<file path="config.mk">
export PLATFORM = sky130hd
export DESIGN_NAME = seg7_scan_driver
export DESIGN_NICKNAME = d
export VERILOG_FILES = /design/src/rtl/seg7_scan_driver.sv
export SDC_FILE = /design/constraint.sdc
export NUM_CORES = 1
export LEC_CHECK = 0
export CAP_MARGIN = 20
export CORE_UTILIZATION = 48
export DETAILED_ROUTE_END_ITERATION = 6
export PLACE_DENSITY = 0.72
export SYNTH_ARGS = -nofsm -noshare
export SYNTH_HDL_FRONTEND = slang
export SYNTH_SLANG_ARGS = --single-unit
</file>
<file path="constraint.sdc">
create_clock -name clk -period 2 [get_ports clk]
set_input_delay 0.2 -clock clk [delete_from_list [all_inputs] [get_ports clk]]
set_output_delay 0.2 -clock clk [all_outputs]
set_load 0.01 [all_outputs]
</file>
<file path="src/rtl/seg7_scan_driver.sv">
// Four-digit common-anode seven-segment scan driver.
// A 16-bit hex word is loaded through a strobe into a pending register. It is
// committed to the displayed copy only at a frame wrap, so one frame never
// mixes old and new digits. The active digit advances once per refresh tick.
// Anode, cathode and decimal-point outputs are registered from the current
// digit index and the displayed copy.
module seg7_scan_driver #(
  parameter int REFRESH_DIV = 100000
) (
  input  logic        clk,
  input  logic        rst,
  input  logic        load,
  input  logic [15:0] value,
  input  logic [3:0]  dp_mask,
  input  logic        blank_lz,
  output logic [3:0]  an,
  output logic [6:0]  seg,
  output logic        dp,
  output logic        upd_ack
);

  localparam int               PRE_W    = (REFRESH_DIV > 1) ? $clog2(REFRESH_DIV) : 1;
  localparam logic [PRE_W-1:0] PRE_LAST = PRE_W'(REFRESH_DIV - 1);
  localparam logic [PRE_W-1:0] PRE_ONE  = PRE_W'(1);

  // Active-low segment pattern {g,f,e,d,c,b,a} for one hex nibble.
  function automatic logic [6:0] hex_font(input logic [3:0] nib);
    logic [6:0] pat;
    case (nib)
      4'h0:    pat = 7'b1000000;
      4'h1:    pat = 7'b1111001;
      4'h2:    pat = 7'b0100100;
      4'h3:    pat = 7'b0110000;
      4'h4:    pat = 7'b0011001;
      4'h5:    pat = 7'b0010010;
      4'h6:    pat = 7'b0000010;
      4'h7:    pat = 7'b1111000;
      4'h8:    pat = 7'b0000000;
      4'h9:    pat = 7'b0010000;
      4'hA:    pat = 7'b0001000;
      4'hB:    pat = 7'b0000011;
      4'hC:    pat = 7'b1000110;
      4'hD:    pat = 7'b0100001;
      4'hE:    pat = 7'b0000110;
      default: pat = 7'b0001110;
    endcase
    return pat;
  endfunction

  // Per-digit blanking flags. A digit is a leading zero when it and every
  // more-significant nibble are zero. A lit decimal point keeps the digit
  // visible, and digit 0 always shows so that a zero value still reads "0".
  function automatic logic [3:0] blank_vec(input logic [15:0] v,
                                           input logic [3:0]  m,
                                           input logic        b);
    logic [3:0] bv;
    bv[0] = 1'b0;
    bv[1] = b && (v[15:4]  == 12'h000) && !m[1];
    bv[2] = b && (v[15:8]  == 8'h00)   && !m[2];
    bv[3] = b && (v[15:12] == 4'h0)    && !m[3];
    return bv;
  endfunction

  logic [PRE_W-1:0] pre_cnt;
  logic             tick;
  logic [1:0]       idx;
  logic             commit;

  logic [15:0]      pend_value;
  logic [3:0]       pend_dp;
  logic             pend_blank;
  logic             pend_vld;

  logic [15:0]      shown_value;
  logic [3:0]       shown_dp;
  logic             shown_blank;

  logic [3:0]       nib_p0;
  logic [3:0]       blank_p0;
  logic             vis_p0;
  logic [3:0]       an_p0;
  logic [6:0]       seg_p0;
  logic             dp_p0;

  assign tick   = (pre_cnt == PRE_LAST);
  assign commit = tick && (idx == 2'd3) && pend_vld;

  // Prescaler and digit index: one digit slot per REFRESH_DIV cycles.
  always_ff @(posedge clk or posedge rst) begin
    if (rst) begin
      pre_cnt <= '0;
      idx     <= 2'd0;
    end else if (tick) begin
      pre_cnt <= '0;
      idx     <= idx + 2'd1;
    end else begin
      pre_cnt <= pre_cnt + PRE_ONE;
    end
  end

  // Pending payload: the latest load wins. It is only meaningful while pend_vld is set.
  always_ff @(posedge clk) begin
    if (load) begin
      pend_value <= value;
      pend_dp    <= dp_mask;
      pend_blank <= blank_lz;
    end
  end

  // Pending flag. A load on the commit edge re-arms the flag for the next frame.
  always_ff @(posedge clk or posedge rst) begin
    if (rst) begin
      pend_vld <= 1'b0;
    end else if (load) begin
      pend_vld <= 1'b1;
    end else if (commit) begin
      pend_vld <= 1'b0;
    end
  end

  // Displayed copy: updated only at the frame wrap, and upd_ack is pulsed alongside.
  always_ff @(posedge clk or posedge rst) begin
    if (rst) begin
      shown_value <= 16'h0000;
      shown_dp    <= 4'h0;
      shown_blank <= 1'b0;
      upd_ack     <= 1'b0;
    end else begin
      upd_ack <= commit;
      if (commit) begin
        shown_value <= pend_value;
        shown_dp    <= pend_dp;
        shown_blank <= pend_blank;
      end
    end
  end

  // Stage 0: decode the active slot from idx and the displayed copy.
  always_comb begin
    nib_p0   = 4'h0;
    blank_p0 = blank_vec(shown_value, shown_dp, shown_blank);
    case (idx)
      2'd0:    nib_p0 = shown_value[3:0];
      2'd1:    nib_p0 = shown_value[7:4];
      2'd2:    nib_p0 = shown_value[11:8];
      default: nib_p0 = shown_value[15:12];
    endcase
    vis_p0 = !blank_p0[idx];
    an_p0  = 4'b1111;
    seg_p0 = 7'b1111111;
    dp_p0  = 1'b1;
    if (vis_p0) begin
      an_p0  = ~(4'b0001 << idx);
      seg_p0 = hex_font(nib_p0);
      dp_p0  = ~shown_dp[idx];
    end
  end

  // Stage 1: registered pin drivers, all dark during reset.
  always_ff @(posedge clk or posedge rst) begin
    if (rst) begin
      an  <= 4'b1111;
      seg <= 7'b1111111;
      dp  <= 1'b1;
    end else begin
      an  <= an_p0;
      seg <= seg_p0;
      dp  <= dp_p0;
    end
  end

endmodule

</file>
# ---- After elaboration in Yosys (flattened, before gate mapping)
# Memories as Yosys holds them, arrays and structs flattened.
# Index checks and enable logic that the tools add are counted.
dict set report word_totals {
  register_bits 75
  out_inout_bits 13
  n_memories 1
  elab_cells 51
  romBits 112
}
# name words width rd rd_clocked_by_memory_dff wr line
set mem_list {}
lappend mem_list {{(no name shown)} 16 7 1 0 0 29} ;# case (nib)
dict set report op_classes {
  reduce_logical 16
  muxes 11
  n_lt_le_gt_ge 1
  add_sub_neg 2
  bitwise_logic 2
  eq_ne 4
  shifts 1
}
# op count
set ops {}
lappend ops {{17-bit by 1-bit adder with 17-bit output, second input constant} 1}
lappend ops {{17-bit equality test, second input constant} 1}
lappend ops {{17-bit 2-to-1 mux} 1}
lappend ops {{12-bit logical NOT} 1}
lappend ops {{4-bit case mux with 3 select lines} 1}
lappend ops {{1-bit logical AND} 8}
lappend ops {{8-bit logical NOT} 1}
lappend ops {{7-bit 2-to-1 mux} 1}
lappend ops {{1-bit 2-to-1 mux} 5}
lappend ops {{1-bit binary-select mux with 2-bit select} 2}
lappend ops {{2-bit equality test, second input constant} 2}
lappend ops {{4-bit logical NOT} 1}
lappend ops {{4-bit 2-to-1 mux} 1}
lappend ops {{4-bit NOT} 1}
lappend ops {{1-bit by 2-bit << shifter with 4-bit output, first input constant} 1}
lappend ops {{1-bit logical NOT} 3}
lappend ops {{2-bit by 3-bit less-than comparator with 1-bit output, second input constant} 1}
lappend ops {{2-bit by 1-bit adder with 2-bit output, second input constant} 1}
lappend ops {{2-bit by 1-bit equality test with 1-bit output, second input constant} 1}
lappend ops {{2-bit logical NOT} 1}
lappend ops {{2-bit nonzero test} 1}
lappend ops {{1-bit NOT} 1}

# ---- Longest topological paths before layout
dict set report depth {
  word_depth 6
  ltp_mapped 10
  depth_no_buf 10
}

# ---- Worst setup path after synthesis
# Ideal clock, no wire load.
dict set report synth_timing {
  kind {reg2reg}
  start {register idx[0]}
  end {register seg[3]}
  period_less_slack_ps 2119
  required_ps 1910
  stages_incl_launch_ff 9
  arrival_ps 2029
  slack_ps -119
  path_buffers 1
  path_cell_list {dfrtp_1 > ha_1 > clkbuf_1 > mux2i_1 > inv_1 > ha_1 > nor2_1 > a211oi_1 > o21ai_0}
}
dict set report synth_via {
  elab_chain_len 4
  word_cells_on_any_way 8
  classes_between {eq/ne (2); mux (4); reduce/logical (1); memory (1)}
}
# element line
set synth_rtl {}
lappend synth_rtl {{start, declared} 66} ;# logic [1:0] idx;
lappend synth_rtl {{start signal, assigned} 95} ;# idx <= idx + 2'd1;
lappend synth_rtl {{2-bit equality test, or another cell as far along} 142} ;# case (idx)
lappend synth_rtl {{4-bit case mux with 3 select lines} 142}
lappend synth_rtl {{memory read 16 x 7 bit} -}
lappend synth_rtl {{7-bit 2-to-1 mux (*)} 152} ;# if (vis_p0) begin
lappend synth_rtl {{via seg_p0[3]} 82} ;# logic [6:0] seg_p0;
lappend synth_rtl {{end signal, assigned} 167} ;# seg <= seg_p0;
lappend synth_rtl {{end, declared} 17} ;# output logic [6:0] seg,
# The timed path passes the listed nets; every way through them passes the cells marked *. The select of a mux whose other input is x is not followed.
# A chain may end at the register's enable or synchronous reset.

# ---- Worst setup path in the final report
dict set report layout_timing {
  start {register idx[1]}
  end {register seg[5]}
}
# The elaborated chain is that of the path after synthesis.

==> run_results.csv <==
group,metric,value,unit
worst_setup_path,worst-endpoint-arrival,2.28,ns
status,outcome,"finished with violations",
worst_setup_path,path_cells,"inv_2 > ha_4 > a222oi_1 > mux2i_2 > ha_2 > buf_4 > buf_4 > nand3_1 > o211ai_1",
timing,finalHoldViolCount,0,
drt,route.antenna.remaining_nets,0,
worst_setup_path,slowest_stage,"sky130_fd_sc_hd__dfrtp_1",
pwr,power.share.sequential,0.540,
global_route,grtUsageTotal,0.189,
floorplanning,placementRows,29,
worst_setup_path,biggest_cell_delay_along_the_critical_path,0.40,ns
logic_synthesis,postSynth.asyncResetShare,0.720,
timing,finalSetupViolations,2,
floorplanning,fp.dieW,84.0,um
clock_tree,cts_tree,"yes",
pwr,p_leak,0.00182,uW
timing,min_period_over_period,1.01,
drt,routed_wirelength,6050,um
cells_and_area,drive_above_1_share,0.333,
logic_synthesis,number_of_synthesized_flops_with_an_enable_pin,21,
cells_and_area,area.sequential,2000,sq um
drt,dr_drc_count,8,
timing,timing_worst_slew_pin_value,0.449,ns
worst_setup_path,worst_path_maximum_fanout,4,
floorplanning,floorplan.initialDensity,0.502,
pwr,power.density_cell_area,712,nW/um^2
global_route,first_global_vias,2118,
pwr,internal_power,2370,uW
timing,final.setup_skew,0.0103,ns
cells_and_area,multi_input_comb_area,1210,sq um
logic_synthesis,synth_top_area_cell,"sky130_fd_sc_hd__dfrtp_1",
status,violated_checks,"design-rule violations, negative setup slack",
floorplanning,die-height,84.0,um
logic_synthesis,synthCells,247,
clock_tree,cts_buf_count,9,
logic_synthesis,syn_area_per_cell,13.1,sq um
drt,post_drt_via_cell_ratio,5.34,
worst_setup_path,end_kind,"register",
timing,report.final.slew_viol_count,0,
logic_synthesis,synth.net_count,283,
cells_and_area,area_growth,31.0,%
worst_setup_path,setup_crit_start_kind,"register",
worst_setup_path,kind_of_critical_path,"reg -> reg",
cells_and_area,finalNetCount,355,
pwr,netSwitchingPower,636,uW
logic_synthesis,synth_top_flop_cell,"sky130_fd_sc_hd__dfrtp_1",
logic_synthesis,postSynthRegisterBits,75,
logic_synthesis,yosys_warnings,0,
pwr,combPwrFrac,0.026,
timing,post-route-worst-setup-slack,-0.0265,ns
logic_synthesis,synth_area_leaders,"sky130_fd_sc_hd__dfrtp_1, sky130_fd_sc_hd__edfxtp_1, sky130_fd_sc_hd__dfstp_2, sky130_fd_sc_hd__mux2_2, sky130_fd_sc_hd__ha_1",
min_path,worst_hold_path_type,"in -> async",
floorplanning,pin_count,37,
placement,hpwlAfterDp,4120,um
worst_setup_path,rr_worst_depth,9,
logic_synthesis,yosys.cell_count.top_type,"sky130_fd_sc_hd__dfrtp_1",
drt,detailedRoute.firstPassIterationCount,6,
placement,globalplace.congestion,0.879,
cells_and_area,post-route-cell-area,4230,sq um
clock_tree,htreeDepth,3,
pwr,vdd_ir_max,505,uV
worst_setup_path,worst-r2r-setup-slack,-0.03,ns
cells_and_area,post_layout_nonfiller_instances,401,
global_route,maximum_number_of_pins_on_one_net_before_global_route_repair,41,
worst_setup_path,rr_endpoint,"seg[5]",
drt,drt_iter0_markers,166,
timing,final_period_minus_worst_setup_slack,2.03,ns
placement,detailed_place.area,3860,sq um
timing,rsz_0062_raised_after_global_routing,"yes",
cells_and_area,n_antenna_cell,0,
logic_synthesis,synthesis.area,3230,sq um
clock_tree,post_cts_hold_buffer_count,0,
drt,vias_post_dr,2143,
logic_synthesis,yosys.area.top_type_share,0.326,
global_route,antenna_violations_before_repair,0,
worst_setup_path,critPathRequiredTime,2.25,ns
clock_tree,worstSkewPairLatency,0.35,ns
clock_tree,clk_pin_slew,0.09,ns
floorplanning,design.die.area,7050,sq um
global_route,grt-ovfl-total,0,
job,drv_cap,0,
drt,avgRoutedWirePerCell,15.1,um
logic_synthesis,list_of_most_frequent_post_synthesis_cells,"sky130_fd_sc_hd__dfrtp_1, sky130_fd_sc_hd__mux2_2, sky130_fd_sc_hd__edfxtp_1, sky130_fd_sc_hd__nand2_1, sky130_fd_sc_hd__nor2_1",
pwr,sw_frac_of_total,0.212,
global_route,grt_pass1_wl,10200,um
cells_and_area,fillCellCount,479,
timing,slew_headroom,0.693,
clock_tree,cts-root-to-sink-buffers,2,
logic_synthesis,synth_cell_types,40,
worst_setup_path,cpMostUsedCell,"sky130_fd_sc_hd__buf_4",
worst_setup_path,r2r_start,"idx[1]",
clock_tree,clock_sinks,75,
placement,preCtsSetupSlack,-0.0881,ns
placement,place.port_buffers,36,
timing,fmax,493,MHz
placement,dpl.cell_count,376,
logic_synthesis,synth_seq_area_share,0.619,
pwr,pwr-share-clk,0.434,
clock_tree,root_buffer,"sky130_fd_sc_hd__clkbuf_8",
floorplanning,core_region_area,6420,sq um
## flip-flops by register name, summed over array words and instances, names as in the netlist, 2 cells and up
| register | cells |
|---|---|
| an | 4 |
| idx | 2 |
| pend_dp | 4 |
| pend_value | 16 |
| pre_cnt | 17 |
| seg | 7 |
| shown_dp | 4 |
| shown_value | 16 |
## layout make-up
| type | count | area share |
|---|---|---|
| Clock inverter | 7 | 0.0240 |
| Clock buffer | 9 | 0.0293 |
| Timing Repair Buffer | 70 | 0.156 |
| Inverter | 11 | 0.00977 |
| Sequential cell | 75 | 0.473 |
| Multi-Input combinational cell | 152 | 0.285 |
| Tap cell | 77 | 0.0228 |
## through the flow
stage	util	setup TNS (ns)	power (uW)	hold slack (ns)
finish	0.658	-0.0302	3010	0.125
global route	0.658	-0.468	3130	0.141
CTS	0.644	-0.891	3040	0.123
detailed placement	0.600	-0.889	1740	0.464
global placement	0.600	-0.0294	1730	0.457
floorplan	-	-0.354	1670	0.292
## worst max-delay path by stage
| stage | start | end | cells past startpoint | slack, ns |
|---|---|---|---|---|
| floorplan | pre_cnt[11] | shown_blank | 5 | -0.02 |
| global placement | idx[0] | seg[3] | 9 | -0.03 |
| detailed placement | idx[0] | seg[3] | 9 | -0.09 |
| CTS | pre_cnt[11] | shown_value[12] | 5 | -0.05 |
| global route | idx[0] | seg[3] | 9 | -0.11 |
| finish | idx[1] | seg[5] | 9 | -0.03 |
## per-layer routing
metal | GRT usage | vias to the layer above | wire length (um)
li1 | - | 1023 | -
met1 | 0.252 | 1066 | 2720
met2 | 0.295 | 47 | 3050
met3 | 0.0574 | 7 | 202
met4 | 0.0658 | 0 | 76
met5 | 0 | - | 0
## power groups by stage
stage | clock [uW] | sequential (uW) | combinational [uW]
finish | 1310 | 1620 | 79.0
global route | 1420 | 1630 | 89.4
CTS | 1330 | 1620 | 82.1
detailed placement | 0 | 1650 | 82.1
global placement | 0 | 1650 | 79.8
floorplan | 0 | 1650 | 16.3
## cell families (layout without fill, tap and decap cells)
logic type / count (synthesis) / count (layout) / synth area share
AOI/OAI and AO/OA: 25 / 25 / 0.0551
xor gates and xnor gates: 16 / 16 / 0.0434
adders and majority gates: 12 / 12 / 0.0465
buffers and inverters: 20 / 97 / 0.0283
DFF: 75 / 75 / 0.619
muxes: 26 / 26 / 0.0931
and+or+nand+nor: 73 / 73 / 0.114
## layout by cell type, fill, tap and decap left out, types with 2 or more instances in the layout
master	count
sky130_fd_sc_hd__ha_2	4
sky130_fd_sc_hd__inv_2	5
sky130_fd_sc_hd__xor2_1	7
sky130_fd_sc_hd__o211ai_1	6
sky130_fd_sc_hd__xnor2_1	9
sky130_fd_sc_hd__nor3_1	7
sky130_fd_sc_hd__a22oi_2	2
sky130_fd_sc_hd__mux2i_2	3
sky130_fd_sc_hd__nand4_1	4
sky130_fd_sc_hd__ha_4	2
sky130_fd_sc_hd__bufinv_16	2
sky130_fd_sc_hd__mux2_2	21
sky130_fd_sc_hd__nor4_1	2
sky130_fd_sc_hd__a222oi_1	2
sky130_fd_sc_hd__clkinv_4	2
sky130_fd_sc_hd__clkbuf_8	9
sky130_fd_sc_hd__buf_12	2
sky130_fd_sc_hd__inv_1	6
sky130_fd_sc_hd__and3_1	2
sky130_fd_sc_hd__buf_4	31
sky130_fd_sc_hd__nand3_1	11
sky130_fd_sc_hd__dfstp_2	12
sky130_fd_sc_hd__or3_1	4
sky130_fd_sc_hd__clkdlybuf4s50_1	36
sky130_fd_sc_hd__o21ai_0	2
sky130_fd_sc_hd__a21oi_1	4
sky130_fd_sc_hd__ha_1	6
sky130_fd_sc_hd__dfrtp_1	41
sky130_fd_sc_hd__nor2_1	15
sky130_fd_sc_hd__edfxtp_1	21
sky130_fd_sc_hd__nand2_1	20
## critical path, delay by kind of cell, from the launching register on
family	cells	cell delay, ns
AO/OA/AOI/OAI	2	0.50
adder cells (fa/ha/maj)	2	0.41
buffers and inverters	3	0.35
flip-flops	1	0.40
multiplexers	1	0.19
AND/OR/NAND/NOR	1	0.09
## what timing repair did
item                                    CTS  global route
pin swaps                                 5             1
setup buffers                             4             4
gates cloned                              0             1
endpoints found under the setup margin   27            27
resized for setup                         8            11
No activity file was read; power rests on OpenSTA's default activity.
